==> config.mk <==
export PLATFORM = sky130hd
export DESIGN_NAME = simd_host_loader
export DESIGN_NICKNAME = d
export VERILOG_FILES = /design/src/rtl/simd_host_loader.sv
export SDC_FILE = /design/constraint.sdc
export NUM_CORES = 1
export LEC_CHECK = 0
export BUFFER_PORTS_ARGS = -buffer_cell sky130_fd_sc_hd__buf_2
export CAP_MARGIN = 20
export CORE_AREA = 2 2 219 221
export DETAILED_ROUTE_END_ITERATION = 7
export DIE_AREA = 0 0 221 223
export GPL_ROUTABILITY_DRIVEN = 1
export GPL_TIMING_DRIVEN = 0
export PLACE_DENSITY_LB_ADDON = 0.3
export SLEW_MARGIN = 20
export SYNTH_ARGS = -nofsm -noshare
export SYNTH_HDL_FRONTEND = slang
export SYNTH_SLANG_ARGS = --single-unit
==> constraint.sdc <==
create_clock -name clk -period 1.9 [get_ports clk]
set_input_delay 0.38 -clock clk [delete_from_list [all_inputs] [get_ports clk]]
set_output_delay 0.38 -clock clk [all_outputs]
set_load 0.05 [all_outputs]
==> src/rtl/simd_host_loader.sv <==
// simd_host_loader
//   Host command engine around the SIMD datapath. Parses a 32-bit host word
//   stream (header + payload) into line writes for operand BRAMs A/B and the
//   instruction BRAM, pulses the datapath start and waits for done, and
//   streams result BRAM R back to the host one lane per beat.
// Ports
//   clk, rst                    : clock, synchronous active-high reset
//   s_data/s_valid/s_ready      : host command/payload stream in
//   m_data/m_valid/m_ready      : readback stream out
//   bram_{a,b}_wr_*             : operand line write port (lane 0 in LSBs)
//   bram_ins_wr_*               : instruction write port
//   bram_r_rd_addr/_rd_data     : result read port, 1-cycle latency
//   start/done                  : datapath handshake
//   busy, err                   : not idle / sticky bad-command flag
module simd_host_loader #(
  parameter int PE_COUNT       = 4,
  parameter int DATA_WIDTH     = 32,
  parameter int ADDR_WIDTH     = 10,
  parameter int INS_ADDR_WIDTH = 8,
  parameter int INS_WIDTH      = 64
) (
  input  logic                           clk,
  input  logic                           rst,
  input  logic [DATA_WIDTH-1:0]          s_data,
  input  logic                           s_valid,
  output logic                           s_ready,
  output logic [DATA_WIDTH-1:0]          m_data,
  output logic                           m_valid,
  input  logic                           m_ready,
  output logic                           bram_a_wr_en,
  output logic [ADDR_WIDTH-1:0]          bram_a_wr_addr,
  output logic [PE_COUNT*DATA_WIDTH-1:0] bram_a_wr_data,
  output logic                           bram_b_wr_en,
  output logic [ADDR_WIDTH-1:0]          bram_b_wr_addr,
  output logic [PE_COUNT*DATA_WIDTH-1:0] bram_b_wr_data,
  output logic                           bram_ins_wr_en,
  output logic [INS_ADDR_WIDTH-1:0]      bram_ins_wr_addr,
  output logic [INS_WIDTH-1:0]           bram_ins_wr_data,
  output logic [ADDR_WIDTH-1:0]          bram_r_rd_addr,
  input  logic [PE_COUNT*DATA_WIDTH-1:0] bram_r_rd_data,
  output logic                           start,
  input  logic                           done,
  output logic                           busy,
  output logic                           err
);
  localparam int LINE_W    = PE_COUNT*DATA_WIDTH;
  localparam int INS_BEATS = INS_WIDTH/DATA_WIDTH;
  localparam int MAX_BEATS = (PE_COUNT > INS_BEATS) ? PE_COUNT : INS_BEATS;
  localparam int BUF_W     = MAX_BEATS*DATA_WIDTH;
  localparam int BEAT_W    = $clog2(MAX_BEATS+1);
  localparam int LANE_W    = $clog2(PE_COUNT+1);

  localparam logic [2:0] CMD_LOAD_A = 3'd0, CMD_LOAD_B = 3'd1, CMD_LOAD_INS = 3'd2,
                         CMD_READ_R = 3'd3, CMD_RUN    = 3'd4;

  typedef enum logic [2:0] {S_IDLE, S_LOAD, S_RUN, S_RD_ADDR, S_RD_WAIT, S_RD_SEND} state_t;

  state_t                 state_q, state_d;
  logic [2:0]             cmd_q, cmd_d;
  logic [ADDR_WIDTH-1:0]  addr_q, addr_d;
  logic [9:0]             rem_q, rem_d;
  logic [BEAT_W-1:0]      beat_q, beat_d;
  logic [BUF_W-1:0]       line_q, line_d;
  logic                   wr_a_q, wr_a_d, wr_b_q, wr_b_d, wr_ins_q, wr_ins_d;
  logic [ADDR_WIDTH-1:0]  wr_addr_q, wr_addr_d;
  logic [BUF_W-1:0]       wr_data_q, wr_data_d;
  logic                   start_q, start_d;
  logic                   err_q, err_d;
  logic [LINE_W-1:0]      rd_line_q, rd_line_d;
  logic [LANE_W-1:0]      lane_q, lane_d;
  logic                   s_ready_c;
  logic [BEAT_W-1:0]      last_beat;

  // header low bits carry no information
  logic unused_hdr_bits;
  assign unused_hdr_bits = ^s_data[8:0];

  assign last_beat = (cmd_q == CMD_LOAD_INS) ? BEAT_W'(INS_BEATS-1) : BEAT_W'(PE_COUNT-1);

  always_comb begin
    state_d   = state_q;
    cmd_d     = cmd_q;
    addr_d    = addr_q;
    rem_d     = rem_q;
    beat_d    = beat_q;
    line_d    = line_q;
    wr_a_d    = 1'b0;
    wr_b_d    = 1'b0;
    wr_ins_d  = 1'b0;
    wr_addr_d = wr_addr_q;
    wr_data_d = wr_data_q;
    start_d   = 1'b0;
    err_d     = err_q;
    rd_line_d = rd_line_q;
    lane_d    = lane_q;
    s_ready_c = 1'b0;
    m_valid   = 1'b0;
    case (state_q)
      S_IDLE: begin
        s_ready_c = 1'b1;
        if (s_valid) begin
          cmd_d  = s_data[31:29];
          addr_d = ADDR_WIDTH'(s_data[28:19]);
          rem_d  = s_data[18:9];
          beat_d = '0;
          lane_d = '0;
          case (s_data[31:29])
            CMD_LOAD_A, CMD_LOAD_B, CMD_LOAD_INS: state_d = S_LOAD;
            CMD_READ_R: state_d = S_RD_ADDR;
            CMD_RUN: begin
              state_d = S_RUN;
              start_d = 1'b1;
            end
            default: err_d = 1'b1;
          endcase
        end
      end
      S_LOAD: begin
        s_ready_c = 1'b1;
        if (s_valid) begin
          for (int i = 0; i < MAX_BEATS; i++)
            if (beat_q == BEAT_W'(i)) line_d[i*DATA_WIDTH +: DATA_WIDTH] = s_data;
          if (beat_q == last_beat) begin
            // whole line assembled: register the strobe so it lands next cycle
            beat_d    = '0;
            wr_a_d    = (cmd_q == CMD_LOAD_A);
            wr_b_d    = (cmd_q == CMD_LOAD_B);
            wr_ins_d  = (cmd_q == CMD_LOAD_INS);
            wr_addr_d = addr_q;
            wr_data_d = line_d;
            addr_d    = addr_q + 1'b1;
            if (rem_q == '0) state_d = S_IDLE;
            else             rem_d   = rem_q - 1'b1;
          end else begin
            beat_d = beat_q + 1'b1;
          end
        end
      end
      // start_q marks the start cycle, where done is not looked at
      S_RUN: if (!start_q && done) state_d = S_IDLE;
      S_RD_ADDR: state_d = S_RD_WAIT;
      S_RD_WAIT: begin
        rd_line_d = bram_r_rd_data;
        lane_d    = '0;
        state_d   = S_RD_SEND;
      end
      S_RD_SEND: begin
        m_valid = 1'b1;
        if (m_ready) begin
          rd_line_d = rd_line_q >> DATA_WIDTH;
          if (lane_q == LANE_W'(PE_COUNT-1)) begin
            if (rem_q == '0) state_d = S_IDLE;
            else begin
              addr_d  = addr_q + 1'b1;
              rem_d   = rem_q - 1'b1;
              state_d = S_RD_ADDR;
            end
          end else begin
            lane_d = lane_q + 1'b1;
          end
        end
      end
      default: state_d = S_IDLE;
    endcase
  end

  always_ff @(posedge clk) begin
    if (rst) begin
      state_q   <= S_IDLE;
      cmd_q     <= '0;
      addr_q    <= '0;
      rem_q     <= '0;
      beat_q    <= '0;
      line_q    <= '0;
      wr_a_q    <= 1'b0;
      wr_b_q    <= 1'b0;
      wr_ins_q  <= 1'b0;
      wr_addr_q <= '0;
      wr_data_q <= '0;
      start_q   <= 1'b0;
      err_q     <= 1'b0;
      rd_line_q <= '0;
      lane_q    <= '0;
    end else begin
      state_q   <= state_d;
      cmd_q     <= cmd_d;
      addr_q    <= addr_d;
      rem_q     <= rem_d;
      beat_q    <= beat_d;
      line_q    <= line_d;
      wr_a_q    <= wr_a_d;
      wr_b_q    <= wr_b_d;
      wr_ins_q  <= wr_ins_d;
      wr_addr_q <= wr_addr_d;
      wr_data_q <= wr_data_d;
      start_q   <= start_d;
      err_q     <= err_d;
      rd_line_q <= rd_line_d;
      lane_q    <= lane_d;
    end
  end

  // not ready while reset is held, even though state is already IDLE
  assign s_ready          = s_ready_c & ~rst;
  assign m_data           = rd_line_q[DATA_WIDTH-1:0];
  assign bram_a_wr_en     = wr_a_q;
  assign bram_a_wr_addr   = wr_addr_q;
  assign bram_a_wr_data   = wr_data_q[LINE_W-1:0];
  assign bram_b_wr_en     = wr_b_q;
  assign bram_b_wr_addr   = wr_addr_q;
  assign bram_b_wr_data   = wr_data_q[LINE_W-1:0];
  assign bram_ins_wr_en   = wr_ins_q;
  assign bram_ins_wr_addr = wr_addr_q[INS_ADDR_WIDTH-1:0];
  assign bram_ins_wr_data = wr_data_q[INS_WIDTH-1:0];
  assign bram_r_rd_addr   = addr_q;
  assign start            = start_q;
  assign busy             = (state_q != S_IDLE);
  assign err              = err_q;
endmodule
==> results of run 1 <==
[per-stage QoR]
step,instances,total power (W),cell area (µm²)
finish,3548,0.02198,25800
global route,3547,0.02274,25800
CTS,3527,0.02165,24920
detailed placement,3429,0.01226,22760
global placement,3429,0.01221,22760
floorplan,2283,0.01140,19340
[what timing repair did]
item | 4_1_cts | 5_1_grt
setup endpoints to repair | 423 | 360
resized for setup | 179 | 169
setup buffers | 23 | 14
pin swaps | 5 | 32
gates cloned | 0 | 8
[cells by family (layout without fill, tap and decap cells)]
family / after synthesis / after routing / synth area share
flip-flops: 431 / 431 / 0.4463
buffers and inverters: 463 / 1111 / 0.1404
AO/OA/AOI/OAI: 475 / 475 / 0.1752
multiplexers: 136 / 136 / 0.07068
XOR/XNOR: 8 / 8 / 0.003625
other: 0 / 2 / 0
adder cells (fa/ha/maj): 10 / 10 / 0.006472
AND/OR/NAND/NOR: 760 / 760 / 0.1573
[critical path, stage by stage, from the launching register on]
cell and delay, ns:
dfxtp_2 0.33, buf_6 0.12, nand3b_1 0.18, inv_2 0.09, buf_6 0.10, buf_8 0.11, buf_8 0.14
[cell type report]
type / count / area share
antenna: 2 / 0.0001939
buffer: 441 / 0.1171
clock buffer: 65 / 0.05241
clock inverter: 19 / 0.007952
inverter: 12 / 0.001746
multi-input combinational: 1389 / 0.3318
sequential: 431 / 0.3354
tap: 615 / 0.02982
timing repair buffer: 574 / 0.1235
[where the power goes]
| part | internal, W | switching [W] |
|---|---|---|
| Clock | 0.00539 | 0.00379 |
| Combinational | 0.00129 | 0.00198 |
| Sequential | 0.00928 | 0.000254 |
[flip-flops by register name, summed over array words and instances (netlist names)]
signal,cells
cmd_q,3
rd_line_q,128
line_q,128
bram_r_rd_addr,10
beat_q,3
bram_a_wr_addr,10
bram_a_wr_data,128
rem_q,10
state_q,3
lane_q,3
bram_ins_wr_en,1
bram_b_wr_en,1
start,1
err,1
bram_a_wr_en,1
[cells in the mapped netlist (5+ instances only)]
| cell type | n | area share |
|---|---|---|
| dfxtp_1 | 431 | 0.45 |
| nand3_1 | 14 | 0.0036 |
| nand2b_1 | 7 | 0.0023 |
| buf_1 | 15 | 0.0029 |
| nand2_1 | 503 | 0.098 |
| nor4_1 | 5 | 0.0016 |
| a311oi_1 | 98 | 0.044 |
| mux2i_1 | 132 | 0.068 |
| a22oi_1 | 32 | 0.012 |
| xnor2_1 | 7 | 0.0032 |
| o2111ai_1 | 5 | 0.0023 |
| and2_1 | 6 | 0.0019 |
| a21oi_1 | 165 | 0.043 |
| o2bb2ai_1 | 96 | 0.043 |
| nor2_1 | 188 | 0.037 |
| buf_2 | 43 | 0.011 |
| a211oi_1 | 37 | 0.014 |
| a31oi_1 | 6 | 0.0019 |
| ha_1 | 10 | 0.0065 |
| clkbuf_1 | 148 | 0.029 |
| nor2b_1 | 6 | 0.0019 |
| o21ai_0 | 12 | 0.0031 |
| buf_4 | 244 | 0.095 |
| inv_1 | 12 | 0.0023 |
[how the worst max path moves through the flow]
| stage | slack, ns | endpoint | cells past startpoint |
|---|---|---|---|
| final | -0.14 | m_valid | 6 |
| after floorplan | -0.03 | s_ready | 5 |
| after global placement | -1.0 | s_ready | 6 |
| after detailed placement | -1.01 | s_ready | 6 |
| after global routing | -0.19 | m_valid | 6 |
| after CTS | -0.14 | m_valid | 6 |
[layer usage]
| layer | up-vias | global-route usage | part of all wire |
|---|---|---|---|
| li1 | 8851 | - | - |
| met1 | 8775 | 0.3273 | 0.40 |
| met2 | 810 | 0.4526 | 0.48 |
| met3 | 140 | 0.06401 | 0.083 |
| met4 | 10 | 0.08746 | 0.033 |
| met5 | - | 0 | 0.00088 |
==> impl_metrics.env, run 1 <==
export IMPL_status="finished, violations left"
export IMPL_violations="setup timing"
export IMPL_required_ns=1.52
export IMPL_setup_tns_ns=-1.415
export IMPL_synth_avg_cell_area_um2=8.468
export IMPL_routabilityCongestion=0.8807
export IMPL_grt_pass1_vias=17410
export IMPL_seq_area_um2=8655
export IMPL_crit_path_start_kind="flop"
export IMPL_place_ws_ns=-1.007
export IMPL_clkTransAtPathRegs_ns=0.06
export IMPL_reg2reg_slack_ns=-0.11
export IMPL_grt_setup_unrepaired="yes"
export IMPL_finish_utilization=0.5473
export IMPL_nNetsFinal=3070
export IMPL_core_area_um2=47150
export IMPL_power_density_nw_per_um2=851.9
export IMPL_reg2reg_depth=5
export IMPL_start_util=0.4101
export IMPL_synth_ff_type="dfxtp_1"
export IMPL_p_leak_nw=11.39
export IMPL_overflow=0
export IMPL_dp_hpwl_um=52670
export IMPL_ys_ff_latch=431
export IMPL_relSlewSlack=0.3705
export IMPL_holdCritStartpoint="bram_r_rd_data[122]"
export IMPL_cts_tree="yes"
export IMPL_synth_async_reset_ratio=0
export IMPL_critPathLaunch="state_q[1]"
export IMPL_max_freq_ghz=0.4899
export IMPL_fillCellCount=4361
export IMPL_layout_commonest_cell="buf_2"
export IMPL_whs_path_depth=3
export IMPL_h_tree_depth=2
export IMPL_cap_violations=0
export IMPL_synth_edf_count=0
export IMPL_ys_warn_count=0
export IMPL_antenna_found_initial=7
export IMPL_min_to="rd_line_q[122]"
export IMPL_cts_inserted_buffers=46
export IMPL_grt_max_degree=14
export IMPL_vias_per_cell=5.238
export IMPL_cp_data_arrival_time_ns=1.66
export IMPL_cts_hold_buf=0
export IMPL_fin_worst_skew_ns=0.02070
export IMPL_cts_buffer_depth=3
export IMPL_min_path_type="in2reg"
export IMPL_via_count=18590
export IMPL_wirelength_um=69700
export IMPL_r2r_end="beat_q[1]"
export IMPL_peakVddDrop_mv=0.6863
export IMPL_ys_seq_area_frac=0.4463
export IMPL_drt_iter0_markers=1235
export IMPL_tightest_slew_ns=0.9442
export IMPL_synthCells=2283
export IMPL_io_pins=563
export IMPL_multi_input_area_um2=8563
export IMPL_drc=0
export IMPL_drv_slew=0
export IMPL_die_width_um=221
export IMPL_worst_setup_path_end_kind="output port"
export IMPL_hold_viol_final=0
export IMPL_synth_cell_types=56
export IMPL_ant_nets=0
export IMPL_firstDrtPassIters=6
export IMPL_cts_root_buf="clkbuf_16"
export IMPL_grtUsageTotal=0.2649
export IMPL_final_cell_mix="buf_2, nand2_1, dfxtp_1"
export IMPL_die_area_um2=49280
export IMPL_num_rows=80
export IMPL_detail_route_wl_per_cell_um=19.65
export IMPL_finalCriticalPeriod_ns=2.041
export IMPL_setup_viol_count_final=38
export IMPL_die_y_um=223
export IMPL_synth_nets=2458
export IMPL_layout_drive_gt1_share=0.3855
export IMPL_post_route_period_util=1.074
export IMPL_critPathKind="reg2out"
export IMPL_portBuffers=531
export IMPL_worst_slack_ns=-0.1413
export IMPL_grt_pass1_wl_um=101800
export IMPL_syn_area_um2=19330
export IMPL_timing_hold_ws_ns=0.03980
export IMPL_reg2reg_from="cmd_q[2]"
export IMPL_clock_sinks=431
export IMPL_crit_fanout=5
export IMPL_area_growth_pct=33.48
export IMPL_clock_latency_ns=0.59
Note: power is estimated with default switching activity, not from simulation.
==> run 2: changes to the inputs <==
--- a/config.mk
+++ b/config.mk
@@ -13,6 +13,7 @@
 export GPL_ROUTABILITY_DRIVEN = 1
 export GPL_TIMING_DRIVEN = 0
 export PLACE_DENSITY_LB_ADDON = 0.3
+export SKIP_LAST_GASP = 1
 export SLEW_MARGIN = 20
 export SYNTH_ARGS = -nofsm -noshare
 export SYNTH_HDL_FRONTEND = slang
==> run 2 against run 1 <==
Effect of this change:
- the run still ends with setup timing left
- fmax down 0.21%
- register-to-register slack gained 0.04 ns
- critical path depth unchanged
- count of clock-buffer cells in the layout did not move
- worst setup slack lost 0.0043 ns
- routed wire length increased by 0.39%
- sequential power hardly changed
- clock power about the same
==> impl_metrics.env, run 2 (synthesized netlist as in run 1, its figures left out) <==
export IMPL_path_delay_family="buffers and inverters"
export IMPL_antenna_found_initial=7
export IMPL_h_tree_depth=2
export IMPL_clkTransAtPathRegs_ns=0.06
export IMPL_critPathKind="reg2out"
export IMPL_die_y_um=223
export IMPL_firstDrtPassIters=7
export IMPL_post_route_period_util=1.077
export IMPL_die_area_um2=49280
export IMPL_cts_inserted_buffers=46
export IMPL_ant_nets=0
export IMPL_min_path_type="in2reg"
export IMPL_cap_violations=0
export IMPL_worst_setup_path_end_kind="output port"
export IMPL_fin_worst_skew_ns=0.02038
export IMPL_crit_fanout=5
export IMPL_cts_tree="yes"
export IMPL_required_ns=1.52
export IMPL_nNetsFinal=3072
export IMPL_dp_hpwl_um=52670
export IMPL_status="finished, violations left"
export IMPL_final_cell_mix="buf_2, nand2_1, dfxtp_1"
export IMPL_power_density_nw_per_um2=851.5
export IMPL_grtUsageTotal=0.2649
export IMPL_wirelength_um=69970
export IMPL_grt_setup_unrepaired="yes"
export IMPL_drt_iter0_markers=1291
export IMPL_die_width_um=221
export IMPL_grtUsageMet2=0.4526
export IMPL_via_count=18630
export IMPL_portBuffers=531
export IMPL_io_pins=563
export IMPL_area_growth_pct=33.86
export IMPL_cts_root_buf="clkbuf_16"
export IMPL_place_ws_ns=-1.007
export IMPL_instances_no_fill=3550
export IMPL_drc=0
export IMPL_peakVddDrop_mv=0.6789
export IMPL_path_buf_inv=5
export IMPL_max_freq_ghz=0.4889
export IMPL_layout_drive_gt1_share=0.3887
export IMPL_core_area_um2=47150
export IMPL_grt_use_met1=0.3273
export IMPL_p_leak_nw=11.42
export IMPL_start_util=0.4101
export IMPL_timing_hold_ws_ns=0.04082
export IMPL_relSlewSlack=0.3788
export IMPL_worst_slack_ns=-0.1456
export IMPL_tightest_slew_ns=0.9318
export IMPL_grt_busiest_layer="met2"
export IMPL_routabilityCongestion=0.8807
export IMPL_overflow=0
export IMPL_hold_viol_final=0
export IMPL_clock_latency_ns=0.59
export IMPL_fillCellCount=4366
export IMPL_cp_data_arrival_time_ns=1.67
export IMPL_grt_util_met3=0.06401
export IMPL_finish_utilization=0.5489
export IMPL_detail_route_wl_per_cell_um=19.71
export IMPL_clock_sinks=431
export IMPL_grt_pass1_vias=17410
export IMPL_grt_pass1_wl_um=101900
export IMPL_finalCriticalPeriod_ns=2.046
export IMPL_crit_path_start_kind="flop"
export IMPL_layout_commonest_cell="buf_2"
export IMPL_placed_cells=3429
export IMPL_crit_chain="buf_6, nand3b_1, inv_2, buf_6, buf_8, buf_8"
export IMPL_setup_viol_count_final=61
export IMPL_vias_per_cell=5.247
export IMPL_grt_max_degree=14
export IMPL_drv_slew=0
export IMPL_critical_path_max_stage_delay_ns=0.33
export IMPL_worst_path_max_delay_cell="dfxtp_2"
export IMPL_cts_buffer_depth=3
export IMPL_violations="setup timing"
export IMPL_num_rows=80
==> run 2: changes by cell type in the layout (fill, tap and decap cells not counted), moves of 6 or more <==
cell | previous run | this run
clkbuf_2 | 43 | 37
o2bb2ai_1 | 67 | 59
buf_4 | 281 | 290
o2bb2ai_2 | 29 | 37
==> run 2: worst paths after layout <==
path | slack [ns] | cells past startpoint | endpoint | from
worst max-delay path | -0.15 | 6 | m_valid | state_q[1]
worst min-delay path | 0.04 | 3 | rd_line_q[122] | bram_r_rd_data[122]
worst max register to register | -0.07 | 8 | rem_q[0] | cmd_q[2]
worst min register to register | 0.45 | 2 | line_q[67] | line_q[67]
==> run 2: worst reg2reg max path: cells and delay by family, from the launching register on <==
kind            cells  cell delay [ns]
flops               1             0.36
compound gates      3             0.43
simple gates        1             0.25
buf+inv             3             0.45
mux                 1             0.32
==> run 2: metal layers <==
layer  wire (µm)  part of all wire
met3        5586             0.080
met5          61           0.00087
met2       33850              0.48
met1       28150              0.40
met4        2326             0.033
==> run 2: where the power goes <==
group | internal (W) | switching (W) | leakage [nW]
Clock | 0.00539 | 0.00382 | 0.774
Sequential | 0.00928 | 0.000254 | 3.48
Combinational | 0.00129 | 0.00200 | 7.16
==> run 2: area by class of cell <==
cell class                      count  area (µm²)  share of cell area
Antenna cell                        2       5.005           0.0001934
Timing Repair Buffer              578        3218              0.1244
Sequential cell                   431        8655              0.3344
Clock buffer                       65        1353             0.05227
Buffer                            439        3002              0.1160
Tap cell                          615       769.5             0.02974
Multi-Input combinational cell   1389        8626              0.3333
Clock inverter                     19       205.2            0.007930
Inverter                           12       45.04            0.001741
==> run 2: repair_timing <==
action / CTS / global route
pin swaps: 5 / 35
hold buffers: 0 / 0
cloned: 0 / 9
setup buffers: 23 / 17
resized for setup: 168 / 205
setup endpoints to repair: 423 / 359
==> run 2: through the flow <==
stage | area [µm²] | power, W | TNS, ns
6_report | 25880 | 0.02203 | -2.692
2_1_floorplan | 19340 | 0.01140 | -0.02889
4_1_cts | 24880 | 0.02163 | -3.505
3_5_place_dp | 22760 | 0.01226 | -221.40
5_1_grt | 25870 | 0.02275 | -9.466
3_3_place_gp | 22760 | 0.01221 | -207.27
==> run 3: changes to the inputs <==
--- a/config.mk
+++ b/config.mk
@@ -7,9 +7,9 @@
 export LEC_CHECK = 0
 export BUFFER_PORTS_ARGS = -buffer_cell sky130_fd_sc_hd__buf_2
 export CAP_MARGIN = 20
-export CORE_AREA = 2 2 219 221
+export CORE_AREA = 2 2 221 223
 export DETAILED_ROUTE_END_ITERATION = 7
-export DIE_AREA = 0 0 221 223
+export DIE_AREA = 0 0 223 225
 export GPL_ROUTABILITY_DRIVEN = 1
 export GPL_TIMING_DRIVEN = 0
 export PLACE_DENSITY_LB_ADDON = 0.3
==> constraint.sdc (replaced) <==
create_clock -name clk -period 2.1 [get_ports clk]
set_input_delay 0.42 -clock clk [delete_from_list [all_inputs] [get_ports clk]]
set_output_delay 0.42 -clock clk [all_outputs]
set_load 0.05 [all_outputs]
==> run 3 against run 2 <==
Effect of this change:
- the run still ends with setup timing left
- design area fell by 4.5%
- routed wire length decreased by 2.7%
- clock skew is 0.0030 ns lower
- via count decreased by 1.5%
- sequential share of layout area rose by 1.5 points
- non-clock buffer count is 24 lower
- power decreased by 12%
- critical path type unchanged
- largest cell class unchanged
==> impl_metrics.env, run 3 (synthesized netlist as in run 1, its figures left out) <==
export IMPL_relSlewSlack=0.4387
export IMPL_cts_root_buf="clkbuf_16"
export IMPL_p_leak_nw=10.95
export IMPL_die_width_um=223
export IMPL_power_frac_clock=0.424
export IMPL_grt_setup_unrepaired="yes"
export IMPL_r2r_end="beat_q[1]"
export IMPL_drt_iter0_markers=1156
export IMPL_cp_data_arrival_time_ns=1.69
export IMPL_required_ns=1.68
export IMPL_layout_drive_gt1_share=0.3411
export IMPL_portBuffers=531
export IMPL_cts_inserted_buffers=46
export IMPL_cts_buffer_depth=3
export IMPL_fillCellCount=4459
export IMPL_placed_cell_area_um2=22760
export IMPL_antenna_found_initial=5
export IMPL_hold_viol_final=0
export IMPL_cts_tree="yes"
export IMPL_clock_sinks=431
export IMPL_grtUsageTotal=0.2590
export IMPL_grt_pass1_vias=17100
export IMPL_min_path_type="in2reg"
export IMPL_whs_path_depth=3
export IMPL_clock_latency_ns=0.58
export IMPL_via_count=18350
export IMPL_clkTransAtPathRegs_ns=0.06
export IMPL_peakVddDrop_mv=0.5869
export IMPL_critical_path_max_stage_delay_ns=0.32
export IMPL_critPathLaunch="state_q[1]"
export IMPL_final_cell_mix="buf_2, nand2_1, dfxtp_1"
export IMPL_start_util=0.4066
export IMPL_io_pins=563
export IMPL_multi_input_area_um2=8055
export IMPL_power_w=0.01933
export IMPL_vias_per_cell=5.207
export IMPL_p_switching_w=0.005191
export IMPL_core_area_um2=47550
export IMPL_seq_power_share=0.445
export IMPL_power_density_nw_per_um2=782.1
export IMPL_overflow=0
export IMPL_ant_nets=0
export IMPL_holdCritStartpoint="bram_r_rd_data[110]"
export IMPL_grt_pass1_wl_um=100300
export IMPL_fin_area_um2=24720
export IMPL_h_tree_depth=2
export IMPL_reg2reg_depth=5
export IMPL_wirelength_um=68110
export IMPL_worst_slack_ns=-0.01180
export IMPL_critPathKind="reg2out"
export IMPL_num_rows=80
export IMPL_finalCriticalPeriod_ns=2.112
export IMPL_status="finished, violations left"
export IMPL_worst_setup_path_end_kind="output port"
export IMPL_drc=0
export IMPL_seq_area_um2=8637
export IMPL_switching_share=0.2685
export IMPL_reg2reg_slack_ns=0.04
export IMPL_crit_path_start_kind="flop"
export IMPL_finish_utilization=0.5198
export IMPL_power_frac_comb=0.131
export IMPL_cap_violations=0
export IMPL_reg2reg_from="cmd_q[1]"
export IMPL_layout_commonest_cell="buf_2"
export IMPL_firstDrtPassIters=6
export IMPL_crit_chain="buf_6, nand3b_1, inv_2, buf_6, buf_12, buf_12"
export IMPL_max_freq_ghz=0.4735
export IMPL_worst_path_max_delay_cell="dfxtp_2"
export IMPL_crit_fanout=7
export IMPL_violations="setup timing"
export IMPL_die_area_um2=50180
export IMPL_grt_max_degree=20
export IMPL_post_route_period_util=1.006
export IMPL_nNetsFinal=3048
export IMPL_p_int_w=0.01414
export IMPL_cts_hold_buf=0
export IMPL_fin_worst_skew_ns=0.01743
export IMPL_tightest_slew_ns=0.8419
export IMPL_routabilityCongestion=0.8736
export IMPL_die_y_um=225
export IMPL_detail_route_wl_per_cell_um=19.33
export IMPL_drv_slew=0
export IMPL_min_to="rd_line_q[110]"
export IMPL_area_growth_pct=27.84
export IMPL_setup_viol_count_final=1
export IMPL_dp_hpwl_um=52600
run 3: cell type report:
cell class | instances | area share
diodes | 3 | 0.0003038
flip-flops and latches | 431 | 0.3495
multi-input cells | 1389 | 0.3259
clock inverters | 9 | 0.004708
clock buffers | 71 | 0.05690
well taps | 615 | 0.03113
repair buffers | 551 | 0.1160
plain buffers | 442 | 0.1138
inverters | 12 | 0.001823
run 3: repair_timing:
action,4_1_cts,5_1_grt
setup endpoints to repair,388,357
resized for setup,75,68
pin swaps,2,3
buffers inserted,5,14
cloned,0,1
run 3: how the worst max path moves through the flow:
stage | slack [ns] | to
detailed placement | -0.98 | s_ready
floorplan | 0.09 | s_ready
finish | -0.01 | m_valid
global route | -0.05 | m_valid
global placement | -1.00 | s_ready
CTS | -0.18 | s_ready
run 3: metrics by stage:
| step | hold slack (ns) | setup TNS (ns) | setup slack, ns | cells |
|---|---|---|---|---|
| 6_report | 0.08920 | -0.01180 | -0.01180 | 3523 |
| 3_3_place_gp | 0.4405 | -136.10 | -1.004 | 3429 |
| 5_1_grt | 0.08985 | -0.08685 | -0.05281 | 3522 |
| 4_1_cts | 0.07595 | -0.6494 | -0.1770 | 3509 |
| 2_1_floorplan | 0.4357 | 0 | 0.09111 | 2283 |
| 3_5_place_dp | 0.4459 | -148.63 | -0.9769 | 3429 |
run 3: power by group through the flow:
stage / sequential (W) / combinational, W / clock [W]
final: 0.00860 / 0.00253 / 0.00820
after global routing: 0.00862 / 0.00272 / 0.00863
after CTS: 0.00859 / 0.00242 / 0.00830
after detailed placement: 0.00877 / 0.00234 / 0
after global placement: 0.00876 / 0.00231 / 0
after floorplan: 0.00886 / 0.00145 / 0
run 3: worst max-delay path: cells and delay by family, from the launching register on:
| family | cells | cell delay, ns |
|---|---|---|
| buffers and inverters | 5 | 0.59 |
| flip-flops | 1 | 0.32 |
| AND/OR/NAND/NOR | 1 | 0.19 |
run 3: routing by layer:
| layer | vias to the layer above | global-route usage | part of all wire |
|---|---|---|---|
| met3 | 126 | 0.05398 | 0.074 |
| met2 | 709 | 0.4303 | 0.47 |
| met4 | 4 | 0.09309 | 0.033 |
| met5 | - | 0 | 0.00040 |
| li1 | 8796 | - | - |
| met1 | 8710 | 0.3328 | 0.42 |
